<file path="src/rtl/ex_mem_stage_ctrl.sv">
// EX/MEM pipeline latch with data-memory request control.
// Holds the request until dhit and stalls upstream while waiting.
module ex_mem_stage_ctrl #(
   parameter int MAX_WAIT = 64
) (
   input  logic        CLK,
   input  logic        nRST,
   input  logic        ihit,
   input  logic        dhit,
   input  logic        flush,
   input  logic        dREN_ID_EX,
   input  logic        dWEN_ID_EX,
   input  logic        WEN_ID_EX,
   input  logic        halt_ID_EX,
   input  logic [4:0]  wsel_EX,
   input  logic [31:0] alu_out_EX,
   input  logic [31:0] rdat2_ID_EX,
   output logic        dREN,
   output logic        dWEN,
   output logic [31:0] daddr,
   output logic [31:0] dstore,
   input  logic [31:0] dmemload,
   output logic        WEN_EX_MEM,
   output logic [4:0]  wsel_EX_MEM,
   output logic [31:0] alu_out_EX_MEM,
   output logic [31:0] dload_EX_MEM,
   output logic        halt_EX_MEM,
   output logic        mem_stall,
   output logic        dwait_err
);

   localparam int CW = $clog2(MAX_WAIT + 1);
   localparam logic [CW-1:0] MAXW = CW'(MAX_WAIT);

   typedef enum logic {IDLE, ACCESS} state_t;

   state_t        state_q, state_d;
   logic          ld_q, ld_d;
   logic          st_q, st_d;
   logic          wen_q, wen_d;
   logic          halt_q, halt_d;
   logic [4:0]    wsel_q, wsel_d;
   logic [31:0]   alu_q, alu_d;
   logic [31:0]   sdat_q, sdat_d;
   logic [31:0]   dload_q, dload_d;
   logic [CW-1:0] cnt_q, cnt_d;
   logic          err_q, err_d;
   logic          stall;
   logic          advance;

   assign stall   = (state_q == ACCESS) & ~dhit;
   assign advance = ihit & ~stall & ~halt_q;

   always_comb begin
      state_d = state_q;
      ld_d    = ld_q;
      st_d    = st_q;
      wen_d   = wen_q;
      halt_d  = halt_q;
      wsel_d  = wsel_q;
      alu_d   = alu_q;
      sdat_d  = sdat_q;
      dload_d = dload_q;
      cnt_d   = cnt_q;
      err_d   = err_q;

      if (state_q == ACCESS) begin
         if (dhit) begin
            state_d = IDLE;
            if (ld_q) dload_d = dmemload;
         end else if (cnt_q != MAXW) begin
            cnt_d = cnt_q + 1'b1;
         end
      end

      // a new instruction replaces the latch, so its load slot starts empty
      if (advance) begin
         if (flush) begin
            ld_d    = 1'b0;
            st_d    = 1'b0;
            wen_d   = 1'b0;
            halt_d  = 1'b0;
            wsel_d  = '0;
            alu_d   = '0;
            sdat_d  = '0;
            dload_d = '0;
         end else begin
            ld_d    = dREN_ID_EX & ~dWEN_ID_EX & ~halt_ID_EX;
            st_d    = dWEN_ID_EX & ~halt_ID_EX;
            wen_d   = WEN_ID_EX;
            halt_d  = halt_ID_EX;
            wsel_d  = wsel_EX;
            alu_d   = alu_out_EX;
            sdat_d  = rdat2_ID_EX;
            dload_d = '0;
            if (~halt_ID_EX & (dREN_ID_EX | dWEN_ID_EX)) begin
               state_d = ACCESS;
               cnt_d   = '0;
            end
         end
      end

      if (cnt_d == MAXW) err_d = 1'b1;
   end

   always_ff @(posedge CLK or negedge nRST) begin
      if (!nRST) begin
         state_q <= IDLE;
         ld_q    <= 1'b0;
         st_q    <= 1'b0;
         wen_q   <= 1'b0;
         halt_q  <= 1'b0;
         wsel_q  <= '0;
         alu_q   <= '0;
         sdat_q  <= '0;
         dload_q <= '0;
         cnt_q   <= '0;
         err_q   <= 1'b0;
      end else begin
         state_q <= state_d;
         ld_q    <= ld_d;
         st_q    <= st_d;
         wen_q   <= wen_d;
         halt_q  <= halt_d;
         wsel_q  <= wsel_d;
         alu_q   <= alu_d;
         sdat_q  <= sdat_d;
         dload_q <= dload_d;
         cnt_q   <= cnt_d;
         err_q   <= err_d;
      end
   end

   assign dREN           = (state_q == ACCESS) & ld_q;
   assign dWEN           = (state_q == ACCESS) & st_q;
   assign daddr          = alu_q;
   assign dstore         = sdat_q;
   assign WEN_EX_MEM     = wen_q;
   assign wsel_EX_MEM    = wsel_q;
   assign alu_out_EX_MEM = alu_q;
   assign dload_EX_MEM   = dload_q;
   assign halt_EX_MEM    = halt_q;
   assign mem_stall      = stall;
   assign dwait_err      = err_q;

endmodule

</file>
<file path="config.mk">
export PLATFORM = sky130hd
export DESIGN_NAME = ex_mem_stage_ctrl
export DESIGN_NICKNAME = d
export VERILOG_FILES = /design/src/rtl/ex_mem_stage_ctrl.sv
export SDC_FILE = /design/constraint.sdc
export NUM_CORES = 1
export LEC_CHECK = 0
export BUFFER_PORTS_ARGS = -buffer_cell sky130_fd_sc_hd__buf_2
export CAP_MARGIN = 10
export CORE_MARGIN = 4
export CORE_UTILIZATION = 46
export DETAILED_ROUTE_END_ITERATION = 8
export GPL_TIMING_DRIVEN = 1
export MAX_ROUTING_LAYER = met4
export PLACE_DENSITY_LB_ADDON = 0.15
export SKIP_LAST_GASP = 1
export SLEW_MARGIN = 0
export SYNTH_ARGS = -nofsm -noshare
export SYNTH_HDL_FRONTEND = slang
export SYNTH_SLANG_ARGS = --single-unit
</file>
<file path="constraint.sdc">
create_clock -name CLK -period 2.1 [get_ports CLK]
set_clock_uncertainty 0.2 [all_clocks]
set_input_delay 0.21 -clock CLK [delete_from_list [all_inputs] [get_ports CLK]]
set_output_delay 0.21 -clock CLK [all_outputs]
set_load 0.005 [all_outputs]
</file>
==> tab_implementation.tex <==
\begin{tabular}{lr}
\hline
Metric & Value \\
\hline
\multicolumn{2}{l}{\textbf{Status}} \\
Run status & completed \\
\multicolumn{2}{l}{\textbf{Synthesis}} \\
Number of nets produced by synthesis & 665 \\
EDFF count, synth & 0 \\
FF+latch count, synth & 114 \\
Area share of the largest cell type after synthesis & 55.5\% \\
Gate count of the mapped netlist & 553 \\
Sequential fraction of the synthesis area & 55.5\% \\
Dominant cell type by area after synthesis & sky130\_fd\_sc\_hd\_\_dfrtp\_1 \\
Proportion of register bits with asynchronous set or reset after synthesis & 100\% \\
Per-instance average area after synthesis & 9.29 um2 \\
Netlist Area Pre-Place & 5140 um2 \\
Ys Warns & 0 \\
Cell types with the largest area share after synthesis & sky130\_fd\_sc\_hd\_\_dfrtp\_1, sky130\_fd\_sc\_hd\_\_nand2\_1, sky130\_fd\_sc\_hd\_\_nand3b\_1 \\
Number of distinct library cells after synthesis & 39 \\
Most used flip-flop cell after synthesis & sky130\_fd\_sc\_hd\_\_dfrtp\_1 \\
\multicolumn{2}{l}{\textbf{Cells and area}} \\
Non-Filler Instances & 1027 \\
Commonest cells after routing, fill and taps aside & sky130\_fd\_sc\_hd\_\_buf\_2, sky130\_fd\_sc\_hd\_\_nand2\_1, sky130\_fd\_sc\_hd\_\_dfrtp\_1 \\
Sequential Area & 2850 um2 \\
Share of cells above drive strength 1 & 33.6\% \\
Most common cell after layout, fill and taps aside & sky130\_fd\_sc\_hd\_\_buf\_2 \\
Filler cell count & 754 \\
Number of nets in the layout & 986 \\
Diode insertion count for antenna repair & 0 \\
Multi-input gate area in the final layout & 1860 um2 \\
Area delta synth->final & 56.5\% \\
Finished Cell Area & 8040 um2 \\
Final cell utilization of the core & 73.9\% \\
\multicolumn{2}{l}{\textbf{Place}} \\
Number of input and output port buffers inserted & 248 \\
Placed Area & 6280 um2 \\
Placed wire-length estimate after detailed placement & 9740 um \\
Number of cells after detailed placement & 884 \\
Routability congestion estimate & 0.885 \\
\multicolumn{2}{l}{\textbf{Clocking}} \\
CTS tree & done \\
Clock root buffer master & sky130\_fd\_sc\_hd\_\_clkbuf\_8 \\
Total CTS buffers & 17 \\
Clock edge transition at the registers on the reported setup and hold paths & 60 ps \\
Number of buffers on the longest clock path & 2 \\
Number of sinks on the clock net & 114 \\
Clock H-tree levels & 4 \\
Clock Latency Late Sink & 510 ps \\
\multicolumn{2}{l}{\textbf{Floorplan}} \\
Die X & 114 um \\
Standard cell core area & 10900 um2 \\
Number of primary I/O pins & 249 \\
Die area & 12900 um2 \\
Effective utilization at floorplan & 47.2\% \\
Height of the die & 114 um \\
FP Rows & 38 \\
\multicolumn{2}{l}{\textbf{Power and ir drop}} \\
Total power & 7.63 mW \\
Worst IR Drop VDD & 561 uV \\
Leakage power total & 4.40 nW \\
Power per unit of standard cell area & 948 nW/um2 \\
\multicolumn{2}{l}{\textbf{Critical path}} \\
Crit path kind & reg2reg \\
Critical path endpoint category & register \\
CP max FO & 6 \\
Launching element type of the critical path & register \\
Startpoint of the most critical register-to-register path & cnt\_q[0] \\
Data arrival time of the critical path & 2220 ps \\
Largest incremental delay on the critical path & 440 ps \\
Launch point of the critical path & cnt\_q[0] \\
Cell breakdown of the critical path & inv\_1 > ha\_1 > nand4bb\_1 > nor3\_4 > mux2i\_1 > a311o\_1 > o21bai\_1 \\
Worst endpoint required time & 2290 ps \\
Max stage delay cell, worst path & sky130\_fd\_sc\_hd\_\_dfrtp\_2 \\
\multicolumn{2}{l}{\textbf{Drt}} \\
Vias per std cell & 4.92 \\
Total routed wirelength & 15700 um \\
Number of remaining DRC errors & 0 \\
Routed length per placed instance & 15.3 um \\
Via count & 5054 \\
Detailed Route Iter0 Violations & 415 \\
First-pass DRT Iterations & 4 \\
DRT antenna net count & 0 \\
\multicolumn{2}{l}{\textbf{STA}} \\
RSZ-0062 raised after global routing & false \\
Worst Tran Pin Value & 600 ps \\
Max-Slew Margin vs Limit & 60.0\% \\
Shortest clock period the worst path allows after layout & 2030 ps \\
Number of pins exceeding their max-slew limit in the final report & 0 \\
Final number of hold-violating endpoints & 0 \\
Ratio of final minimum period to clock period & 96.7\% \\
Upper clock frequency limit & 493 MHz \\
Total setup violations reported at the end of the flow & 0 \\
Setup TNS after final layout & 0 ps \\
\multicolumn{2}{l}{\textbf{GRT}} \\
Largest net degree at the start of global routing & 72 \\
Antenna violations before repair & 0 \\
Wire length of the first global-routing pass & 25000 um \\
Overall global routing resource usage & 25.2\% \\
GRT Residual Overflow & 0 \\
Number of global-route vias before repair & 5084 \\
\multicolumn{2}{l}{\textbf{Hold path}} \\
Min-delay worst type & in2async \\
\multicolumn{2}{l}{\textbf{Flow run}} \\
Number of max-cap violations & 0 \\
\hline
\end{tabular}
-- stage by stage --
| stage | setup slack (ps) | hold WS (ps) |
|---|---|---|
| after floorplan | 334 | -286 |
| after global placement | 240 | 45.8 |
| after detailed placement | 70.7 | 58.2 |
| after CTS | 61.7 | 58.2 |
| after global routing | 6.19 | 96.6 |
| final | 69.8 | 68.8 |
-- synthesized netlist by cell type, drive strengths merged (2+ instances only) --
cell type,instances
nand3b,71
nand3,3
nand2b,2
buf,47
nand2,213
ha,2
and3,2
a21oi,36
inv,3
clkbuf,22
or3,2
xor2,3
and2,2
nor3,3
dfrtp,114
o21ai,3
o21bai,2
nand4,3
nor2,10
-- cell type report --
cell class | instances | share of cell area, %
tap | 140 | 2.18
clock inverter | 9 | 2.18
timing repair buffer | 371 | 31.0
inverter | 3 | 0.202
multi-input combinational | 367 | 23.1
sequential | 114 | 35.5
clock buffer | 23 | 5.93
-- registers in the layout, summed over array words and instances (netlist names), 5 cells and up --
signal          flops
alu_out_EX_MEM     32
cnt_q               7
wsel_EX_MEM         5
dload_EX_MEM       32
dstore             32
-- kinds of logic after synthesis --
logic type / count (synthesis) / synth area share [%]
muxes: 1 / 0.195
AOI/OAI and AO/OA: 45 / 4.77
xor gates and xnor gates: 4 / 0.682
adders and majority gates: 2 / 0.487
DFF: 114 / 55.5
buffers and inverters: 72 / 8.52
and+or+nand+nor: 315 / 29.8
-- power breakdown --
part           internal [mW]  switching, mW  leakage [nW]
Clock                   2.17          0.976         0.314
Combinational          0.800          0.733          2.57
Sequential              2.65          0.304          1.52
-- worst paths after layout --
path	end	slack (ps)	cells after the start
max	dwait_err	70	7
min	dload_EX_MEM[27]	70	2
max reg2reg	dwait_err	70	7
min reg2reg	dstore[1]	260	2
max in group asynchronous	cnt_q[0]	1000	3
min in group CLK	dload_EX_MEM[16]	120	5
-- worst max-delay path: cells and delay by family (launching register included) --
kind / cells / cell delay, ps
mux: 1 / 280
fa+ha+maj: 1 / 160
flops: 1 / 440
simple gates: 2 / 460
compound gates: 2 / 260
buf+inv: 1 / 110
-- what timing repair did --
| action | in CTS | in global routing |
|---|---|---|
| endpoints found under the hold margin | 221 | 0 |
| setup endpoints to repair | 0 | 1 |
| resized for setup | 0 | 1 |
| buffers inserted | 0 | 2 |
| hold buffers | 109 | 0 |
-- layer usage --
metal | wire length, um | vias to the layer above | track usage, % | share of wire, %
li1 | - | 2403 | - | -
met1 | 6290 | 2359 | 30.0 | 40
met5 | 0 | - | - | 0
met4 | 405 | 0 | 10.3 | 2.6
met2 | 7840 | 252 | 41.4 | 50
met3 | 1210 | 40 | 5.99 | 7.7
No activity file was read; power rests on OpenSTA's default activity.
